File: src/rtl/bcd_to_binary.sv
// Packed-BCD to binary converter (reverse double-dabble), one bit per SHIFT/ADJUST pair.
// Start/done handshake; requests containing a digit above 9 finish immediately with err_op set.
module bcd_to_binary #(
    parameter int DIGITS = 4,
    parameter int BIN_W  = 14
) (
    input  logic                  clk_1mhz,
    input  logic                  reset_n_ip,
    input  logic                  start_ip,
    input  logic [4*DIGITS-1:0]   bcd_data_ip,
    output logic                  busy_op,
    output logic                  done_op,
    output logic [BIN_W-1:0]      bin_data_op,
    output logic                  err_op
);

    localparam int BCD_W = 4 * DIGITS;
    localparam int IT_W  = (BIN_W > 1) ? $clog2(BIN_W) : 1;
    localparam logic [IT_W-1:0] IT_MAX = IT_W'(BIN_W - 1);

    typedef enum logic [1:0] {
        IDLE   = 2'd0,
        SHIFT  = 2'd1,
        ADJUST = 2'd2,
        DONE   = 2'd3
    } state_t;

    state_t            state_q,    state_d;
    logic [BCD_W-1:0]  bcd_sr_q,   bcd_sr_d;
    logic [BIN_W-1:0]  bin_sr_q,   bin_sr_d;
    logic [IT_W-1:0]   it_q,       it_d;
    logic [BIN_W-1:0]  bin_data_q, bin_data_d;
    logic              err_q,      err_d;

    logic [DIGITS-1:0] digit_bad;
    logic [BCD_W-1:0]  bcd_adj;

    // Per-digit legality check on the input and -3 correction on the shift register.
    // A digit >= 8 after a right shift was >= 16 before halving, so it never underflows.
    for (genvar gi = 0; gi < DIGITS; gi++) begin : g_digit
        assign digit_bad[gi] = bcd_data_ip[4*gi+3] & (bcd_data_ip[4*gi+2] | bcd_data_ip[4*gi+1]);
        assign bcd_adj[4*gi +: 4] = bcd_sr_q[4*gi+3] ? (bcd_sr_q[4*gi +: 4] - 4'd3)
                                                      : bcd_sr_q[4*gi +: 4];
    end

    always_comb begin
        state_d    = state_q;
        bcd_sr_d   = bcd_sr_q;
        bin_sr_d   = bin_sr_q;
        it_d       = it_q;
        bin_data_d = bin_data_q;
        err_d      = err_q;
        case (state_q)
            IDLE: begin
                if (start_ip) begin
                    if (|digit_bad) begin
                        bin_data_d = '0;
                        err_d      = 1'b1;
                        state_d    = DONE;
                    end else begin
                        bcd_sr_d = bcd_data_ip;
                        bin_sr_d = '0;
                        it_d     = '0;
                        state_d  = SHIFT;
                    end
                end
            end
            SHIFT: begin
                {bcd_sr_d, bin_sr_d} = {1'b0, bcd_sr_q, bin_sr_q[BIN_W-1:1]};
                state_d              = ADJUST;
            end
            ADJUST: begin
                bcd_sr_d = bcd_adj;
                if (it_q == IT_MAX) begin
                    bin_data_d = bin_sr_q;
                    err_d      = 1'b0;
                    state_d    = DONE;
                end else begin
                    it_d    = it_q + IT_W'(1);
                    state_d = SHIFT;
                end
            end
            DONE:    state_d = IDLE;
            default: state_d = IDLE;
        endcase
    end

    always_ff @(posedge clk_1mhz or negedge reset_n_ip) begin
        if (!reset_n_ip) begin
            state_q    <= IDLE;
            bcd_sr_q   <= '0;
            bin_sr_q   <= '0;
            it_q       <= '0;
            bin_data_q <= '0;
            err_q      <= 1'b0;
        end else begin
            state_q    <= state_d;
            bcd_sr_q   <= bcd_sr_d;
            bin_sr_q   <= bin_sr_d;
            it_q       <= it_d;
            bin_data_q <= bin_data_d;
            err_q      <= err_d;
        end
    end

    // Status decoded straight from state so an async reset clears it immediately.
    assign busy_op     = (state_q != IDLE);
    assign done_op     = (state_q == DONE);
    assign bin_data_op = bin_data_q;
    assign err_op      = err_q;

endmodule
File: config.mk
export PLATFORM = sky130hd
export DESIGN_NAME = bcd_to_binary
export DESIGN_NICKNAME = d
export VERILOG_FILES = /design/src/rtl/bcd_to_binary.sv
export SDC_FILE = /design/constraint.sdc
export NUM_CORES = 1
export LEC_CHECK = 0
export ABC_AREA = 1
export BUFFER_PORTS_ARGS = -buffer_cell sky130_fd_sc_hd__buf_4
export CORE_UTILIZATION = 58
export DETAILED_ROUTE_END_ITERATION = 7
export PLACE_DENSITY_LB_ADDON = 0.1
export SLEW_MARGIN = 20
export SYNTH_ARGS = -nofsm -noshare
export SYNTH_HDL_FRONTEND = slang
export SYNTH_SLANG_ARGS = --single-unit
File: constraint.sdc
create_clock -name clk_1mhz -period 2.4 [get_ports clk_1mhz]
set_clock_uncertainty 0.15 [all_clocks]
set_input_delay 0.6 -clock clk_1mhz [delete_from_list [all_inputs] [get_ports clk_1mhz]]
set_output_delay 0.6 -clock clk_1mhz [all_outputs]
set_load 0.005 [all_outputs]
==> results.md, run 1 <==
- Dpl cells: 503
- Post-Synth Adder-Cell Area: 4.59%
- Hold Path Class: input pin to asynchronous set/reset pin
- Vias: between 2000 and 3000
- Seq. cell area: 0.00128 mm^2
- DRT antenna net count: 0
- CP cell instances: inv_1, ha_1, nand4_2, o21ai_4, nand3_4, nand2_1, nand2_1
- Area of the multi-input gates: between 0.001 and 0.0015 mm^2
- Starting Density: 61.8%
- Switching share of power: between 40% and 50%
- Critical Path End Type: register
- Worst path slowest cell: dfrtp_1
- Simple-gate share of the synthesized area: between 30 and 40%
- Vias per cell: 5.32
- CTS H-tree lvls: 2
- First-pass GRT wire length: roughly 11000 um
- Sink Count: 51
- Data required, critical path: roughly 2.5 ns
- Finished Layout Cells: a little over 500
- Internal: 2.26 mW
- Sw Pwr: 2.10 mW
- CTS clock-pin slew for the worst setup and hold paths: roughly 0.1 ns
- Die H: 73.9 um
- Syn Nets: 440
- Reg power frac: 30.3%
- Total negative slack: 0 ns
- Leak pwr: between 1.5 and 2 nW
- Residual DRC: 0
- Compound-Gate Fraction of Synth Area: 6.64%
- Cells after Synth: 410
- Iteration-0 DRC count of the detailed router: 199
- First-pass iteration count of the detailed router: 4
- Final Slew Violations: 0
- # IOs: 36
- GR Util All Layers: 26.5%
- Outcome: completed
- XOR/XNOR Fraction of Synth Area: 0.584%
- Global route total overflow: 0
- Post-CTS Setup Bufs: 0
- Fin nets: 473
- Post-synthesis mux area share: 0%
- Least-Margin Pin Slew: 0.634 ns
- Initial antenna violation count: 0
- Period utilization: 87.7%
- Pwr Total: 4.36 mW
- RSZ-0062 raised after global routing: false
- Crit path launch: state_q[0]$_DFFE_PN0P_
- Slew HR: 57.8%
- Clock root buffer: clkbuf_8
- CP Max Fanout: 15
- TritonCTS Buffers: 5
- Row cnt: 25
- Yosys reg bits: 51
- Largest net degree at the start of global routing: between 50 and 60
- Register area share after synthesis: between 40% and 50%
- Largest family of logic cells by synthesized area: simple AND/OR/NAND/NOR gates
- CP most frequent cell: nand2_1
- Gate power share: 55.1%
- CTS resizes: 0
- CP Data Arrival Time: 2.15 ns
- Commonest cells after routing, fill and taps aside: nand2_1 (157), nand3_1 (57), dfrtp_1 (51), buf_4 (43), inv_1 (34)
- Filler Cell Count: 428
- Syn Std Cell Area: about 0.0030 mm^2
- CTS tree: built
- Post-Route WL: 6690 um
- Max VDD drop: 0.768 mV
- CP Launch Type: register
- Commonest non-fill, non-tap cell in the layout: nand2_1
- Final hold vios: 0
- Die outline area: 0.00546 mm^2
- Routed len/inst: 13.1 um
- Final worst path period need: 2.11 ns
- Area after DPL: 0.00329 mm^2
- Critical path class: register to register
- FMAX: 0.475 GHz
- Synth unique cells: 32
- Die W: 73.9 um
- Hold_ws: between 0.1 and 0.15 ns
- Vias in the first global route: 2542
- Clk pwr share: 14.6%
- Reg2Reg Launch Point: state_q[0]$_DFFE_PN0P_
- Proportion of layout cells with a drive suffix above 1: between 10 and 15%
- CP peak stage delay: 0.41 ns
- Synthesized area per cell: roughly 7.3 um^2
- P per Cell Area: 1280 mW/mm^2
- CTS Buffer Depth: 2
- Area Growth Syn to Fin: 13.9%
- Routability cong.: 0.846
- Core Footprint: 0.00485 mm^2
- Hold-fix buffers, CTS: 0
- Synth warn: 0
- Port buffer count: 35
- Final instance area: 0.00341 mm^2
- Ant. Diodes: 0
- Clock Latency Late Sink: slightly above 0.3 ns
- Final HPWL DP: 4700 um
- Final setup viols: 0
- Maxcap violations: 0
flip-flops by register name, summed over array words and instances (netlist names):
signal	count
bcd_sr_q	16
bin_data_op	14
bin_sr_q	14
it_q	4
state_q	2
err_op	1
final cells by class:
cell class | instances | area share (%)
clock buffer | 6 | 2.42
sequential | 51 | 37.4
timing repair buffer | 43 | 9.45
tap | 67 | 2.46
clock inverter | 2 | 1.14
multi-input combinational | 306 | 43.2
inverter | 36 | 3.96
critical path: cells and delay by family (launching register included):
family / cells / cell delay, ns
AO/OA/AOI/OAI: 1 / 0.25
adder cells (fa/ha/maj): 1 / 0.39
AND/OR/NAND/NOR: 4 / 0.68
flip-flops: 1 / 0.41
buffers and inverters: 1 / 0.13
routing by layer:
| layer | GRT usage (%) | up-vias | wire (um) |
|---|---|---|---|
| li1 | - | 1368 | - |
| met2 | 44.8 | 66 | 3180 |
| met3 | 4.39 | 8 | 263 |
| met1 | 34.7 | 1279 | 3170 |
| met5 | 0 | - | 0 |
| met4 | 8.12 | 0 | 74 |
final timing paths:
| kind | end | slack, ns | cells past startpoint |
|---|---|---|---|
| setup reg to reg | bin_data_op[9]$_DFFE_PN0P_ | 0.29 | 7 |
| max in group asynchronous | bcd_sr_q[10]$_DFFE_PN0P_ | 1.51 | 1 |
| hold reg to reg | bin_sr_q[0]$_DFFE_PN0P_ | 0.33 | 2 |
| hold / removal | bcd_sr_q[13]$_DFFE_PN0P_ | 0.14 | 1 |
| min in group clk_1mhz | bin_sr_q[0]$_DFFE_PN0P_ | 0.33 | 2 |
| setup / recovery | bin_data_op[9]$_DFFE_PN0P_ | 0.29 | 7 |
power by group through the flow:
stage / clock [mW] / combinational, mW / sequential [mW]
final: 0.638 / 2.40 / 1.32
after global placement: 0 / 2.32 / 1.33
after floorplan: 0 / 1.88 / 1.27
after CTS: 0.650 / 2.39 / 1.32
after detailed placement: 0 / 2.37 / 1.33
after global routing: 0.676 / 2.72 / 1.35
cell families after synthesis:
logic type,count (synthesis)
buffers and inverters,53
AOI/OAI and AO/OA,34
DFF,51
xor gates and xnor gates,2
and+or+nand+nor,259
adders and majority gates,11
cell usage after synthesis, drive strengths merged:
| cell | n | area share, % |
|---|---|---|
| nand2 | 160 | 21 |
| nand3 | 59 | 10 |
| dfrtp | 51 | 43 |
| inv | 36 | 4.5 |
| nor2 | 31 | 4.0 |
| a21oi | 20 | 3.3 |
| buf | 14 | 3.3 |
| ha | 11 | 4.6 |
| o21ai | 8 | 1.8 |
| nand4 | 4 | 1.0 |
| a22oi | 3 | 0.75 |
| clkbuf | 3 | 0.42 |
| nand3b | 3 | 0.75 |
| or2 | 2 | 0.50 |
| o211ai | 1 | 0.25 |
| o21a | 1 | 0.25 |
| o22ai | 1 | 0.21 |
| xnor2 | 1 | 0.29 |
| xor2 | 1 | 0.29 |
through the flow:
step / utilization [%] / setup slack, ns
final: 70.4 / 0.295
after detailed placement: 67.9 / 0.294
after global placement: 67.9 / 0.364
after floorplan: - / 0.713
after global routing: 70.4 / 0.173
after CTS: 70.4 / 0.292
Note: power is estimated with default switching activity, not from simulation.
==> run 2: changes to the inputs <==
Settings changed: ABC_CLOCK_PERIOD_IN_PS from default to 2400, CORE_UTILIZATION 58 to 50.
==> run 2 against run 1 <==
Net effect:
- cell count rose by 0.78%
- first-iteration DRC count fell by 34%
- worst hold slack improved by 0.0089 ns
- utilization fell by 10 points
- flip-flop and latch count did not move
- critical path depth rose by 1
- maximum frequency rose by 3.0%
- wire length fell by 1.6%
- non-clock buffer count did not move
==> results.md, run 2 (synthesized netlist as in run 1, its figures left out) <==
- Outcome: completed (unchanged)
- Routed len/inst: 12.8 um (was 13.1 um)
- Proportion of layout cells with a drive suffix above 1: 14.4% (was 14.6%)
- Core Footprint: 0.00564 mm^2 (was 0.00485 mm^2)
- Leak pwr: 1.98 nW (was 2.00 nW)
- Data required, critical path: 2.45 ns (about the same)
- Commonest non-fill, non-tap cell in the layout: nand2_1 (unchanged)
- Fin nets: 473 (unchanged)
- Residual DRC: 0 (unchanged)
- Pwr Total: 4.20 mW (was 4.36 mW)
- Reg power frac: 31.4% (was 30.3%)
- Ant. Diodes: 0 (unchanged)
- Maxcap violations: 0 (unchanged)
- Final instance area: 0.00338 mm^2 (was 0.00341 mm^2)
- CTS resizes: 0 (unchanged)
- Internal: 2.12 mW (was 2.26 mW)
- CP Max Fanout: 9 (was 15)
- Max VDD drop: 0.611 mV (was 0.768 mV)
- Slew HR: 56.5% (was 57.8%)
- First-pass iteration count of the detailed router: 4 (unchanged)
- Global route total overflow: 0 (unchanged)
- Vias: 2675 (was 2721)
- CP Launch Type: register (unchanged)
- FMAX: 0.489 GHz (was 0.475 GHz)
- Filler Cell Count: 526 (was 428)
- Clk pwr share: 11.6% (was 14.6%)
- Final worst path period need: 2.04 ns (was 2.11 ns)
- CP Data Arrival Time: 2.09 ns (was 2.15 ns)
- Largest net degree at the start of global routing: 52 (unchanged)
- Hold_ws: 0.153 ns (was 0.144 ns)
- Sink Count: 51 (unchanged)
- Row cnt: 27 (was 25)
- Routability cong.: 0.827 (was 0.846)
- Dpl cells: 508 (was 503)
- TritonCTS Buffers: 5 (unchanged)
- Worst reg2reg path depth: 8 (was 7)
- Iteration-0 DRC count of the detailed router: 131 (was 199)
- GR Util All Layers: 23.4% (was 26.5%)
- Clock root buffer: clkbuf_8 (unchanged)
- P per Cell Area: 1240 mW/mm^2 (was 1280 mW/mm^2)
- Die W: 79.4 um (was 73.9 um)
- Final hold vios: 0 (unchanged)
- Critical path class: register to register (unchanged)
- Starting Density: 53.1% (was 61.8%)
- Final Slew Violations: 0 (unchanged)
- Commonest cells after routing, fill and taps aside: nand2_1 (157), nand3_1 (57), dfrtp_1 (51), buf_4 (43), inv_1 (34) (unchanged)
- Vias in the first global route: 2475 (was 2542)
- Largest register FFs: 16 (unchanged)
- Final HPWL DP: 4620 um (was 4700 um)
- RSZ-0062 raised after global routing: false (unchanged)
- Hold Path Class: input pin to asynchronous set/reset pin (unchanged)
- # IOs: 36 (unchanged)
- Gate power share: 57.0% (was 55.1%)
- Sw Pwr: 2.08 mW (was 2.10 mW)
- CTS Buffer Depth: 2 (unchanged)
- Total negative slack: 0 ns (unchanged)
- Least-Margin Pin Slew: 0.652 ns (was 0.634 ns)
- Die H: 79.4 um (was 73.9 um)
- CTS clock-pin slew for the worst setup and hold paths: 0.10 ns (about the same)
- CTS H-tree lvls: 2 (unchanged)
- Post-CTS Setup Bufs: 0 (unchanged)
- Final setup viols: 0 (unchanged)
- Critical Path End Type: register (unchanged)
- Area after DPL: 0.00330 mm^2 (was 0.00329 mm^2)
- Hold-fix buffers, CTS: 0 (unchanged)
- Die outline area: 0.00631 mm^2 (was 0.00546 mm^2)
- Period utilization: 85.2% (was 87.7%)
- CTS tree: built (unchanged)
- Post-Route WL: 6580 um (was 6690 um)
- DRT antenna net count: 0 (unchanged)
- Most flops, register: bcd_sr_q (unchanged)
- Clock Latency Late Sink: 0.30 ns (was 0.31 ns)
- Vias per cell: 5.19 (was 5.32)
- First-pass GRT wire length: 11500 um (was 11100 um)
- Area Growth Syn to Fin: 12.8% (was 13.9%)
- Finished Layout Cells: 515 (was 511)
- Switching share of power: 49.5% (was 48.1%)
- Port buffer count: 35 (unchanged)
- Initial antenna violation count: 0 (unchanged)
-- run 2: cell count changes in the layout (fill, tap and decap cells not counted) --
cell       previous run  this run
clkinv_2              0         1
clkbuf_8              6         5
bufinv_16             1         0
inv_6                 1         0
clkinv_4              0         1
-- run 2: worst paths after layout --
| check | startpoint | endpoint | slack (ns) |
|---|---|---|---|
| min in group clk_1mhz | bin_sr_q[0]$_DFFE_PN0P_ | bin_sr_q[0]$_DFFE_PN0P_ | 0.33 |
| min reg2reg | bin_sr_q[0]$_DFFE_PN0P_ | bin_sr_q[0]$_DFFE_PN0P_ | 0.33 |
| max in group asynchronous | reset_n_ip | bcd_sr_q[12]$_DFFE_PN0P_ | 1.50 |
| max | state_q[0]$_DFFE_PN0P_ | bcd_sr_q[12]$_DFFE_PN0P_ | 0.36 |
| min | reset_n_ip | bcd_sr_q[13]$_DFFE_PN0P_ | 0.15 |
| max reg2reg | state_q[0]$_DFFE_PN0P_ | bcd_sr_q[12]$_DFFE_PN0P_ | 0.36 |
-- run 2: layout make-up --
| type | count | area, um^2 | area share (%) |
|---|---|---|---|
| tap | 72 | 90.1 | 2.66 |
| clock buffer | 5 | 68.8 | 2.03 |
| clock inverter | 2 | 13.8 | 0.407 |
| multi-input combinational | 306 | 1480 | 43.6 |
| inverter | 36 | 135 | 4.00 |
| sequential | 51 | 1280 | 37.7 |
| timing repair buffer | 43 | 323 | 9.54 |
-- run 2: stage by stage --
stage / util (%) / setup slack, ns
6_report: 59.9 / 0.356
5_1_grt: 59.9 / 0.214
4_1_cts: 59.9 / 0.379
3_5_place_dp: 58.5 / 0.272
3_3_place_gp: 58.5 / 0.309
2_1_floorplan: - / 0.713
-- run 2: routing by layer --
layer / track usage (%) / part of all wire (%) / vias to the layer above
met5: 0 / 0 / -
met4: 6.91 / 0.96 / 0
met3: 4.57 / 5.6 / 7
met2: 33.8 / 44 / 71
met1: 35.1 / 49 / 1231
li1: - / - / 1366
-- run 2: power groups by stage --
stage	registers [mW]	logic (mW)	clock network (mW)
floorplan	1.27	1.88	0
global placement	1.33	2.36	0
detailed placement	1.33	2.39	0
CTS	1.32	2.39	0.508
global route	1.35	2.71	0.548
finish	1.32	2.40	0.489
-- run 2: worst max-delay path: stages (launching register included) --
cell and delay (ns):
dfrtp_1 0.38, inv_1 0.09, ha_1 0.31, inv_1 0.35
nor2_1 0.08, nor2_1 0.27, nand2_1 0.16, nand2_1 0.10
nand2_1 0.05
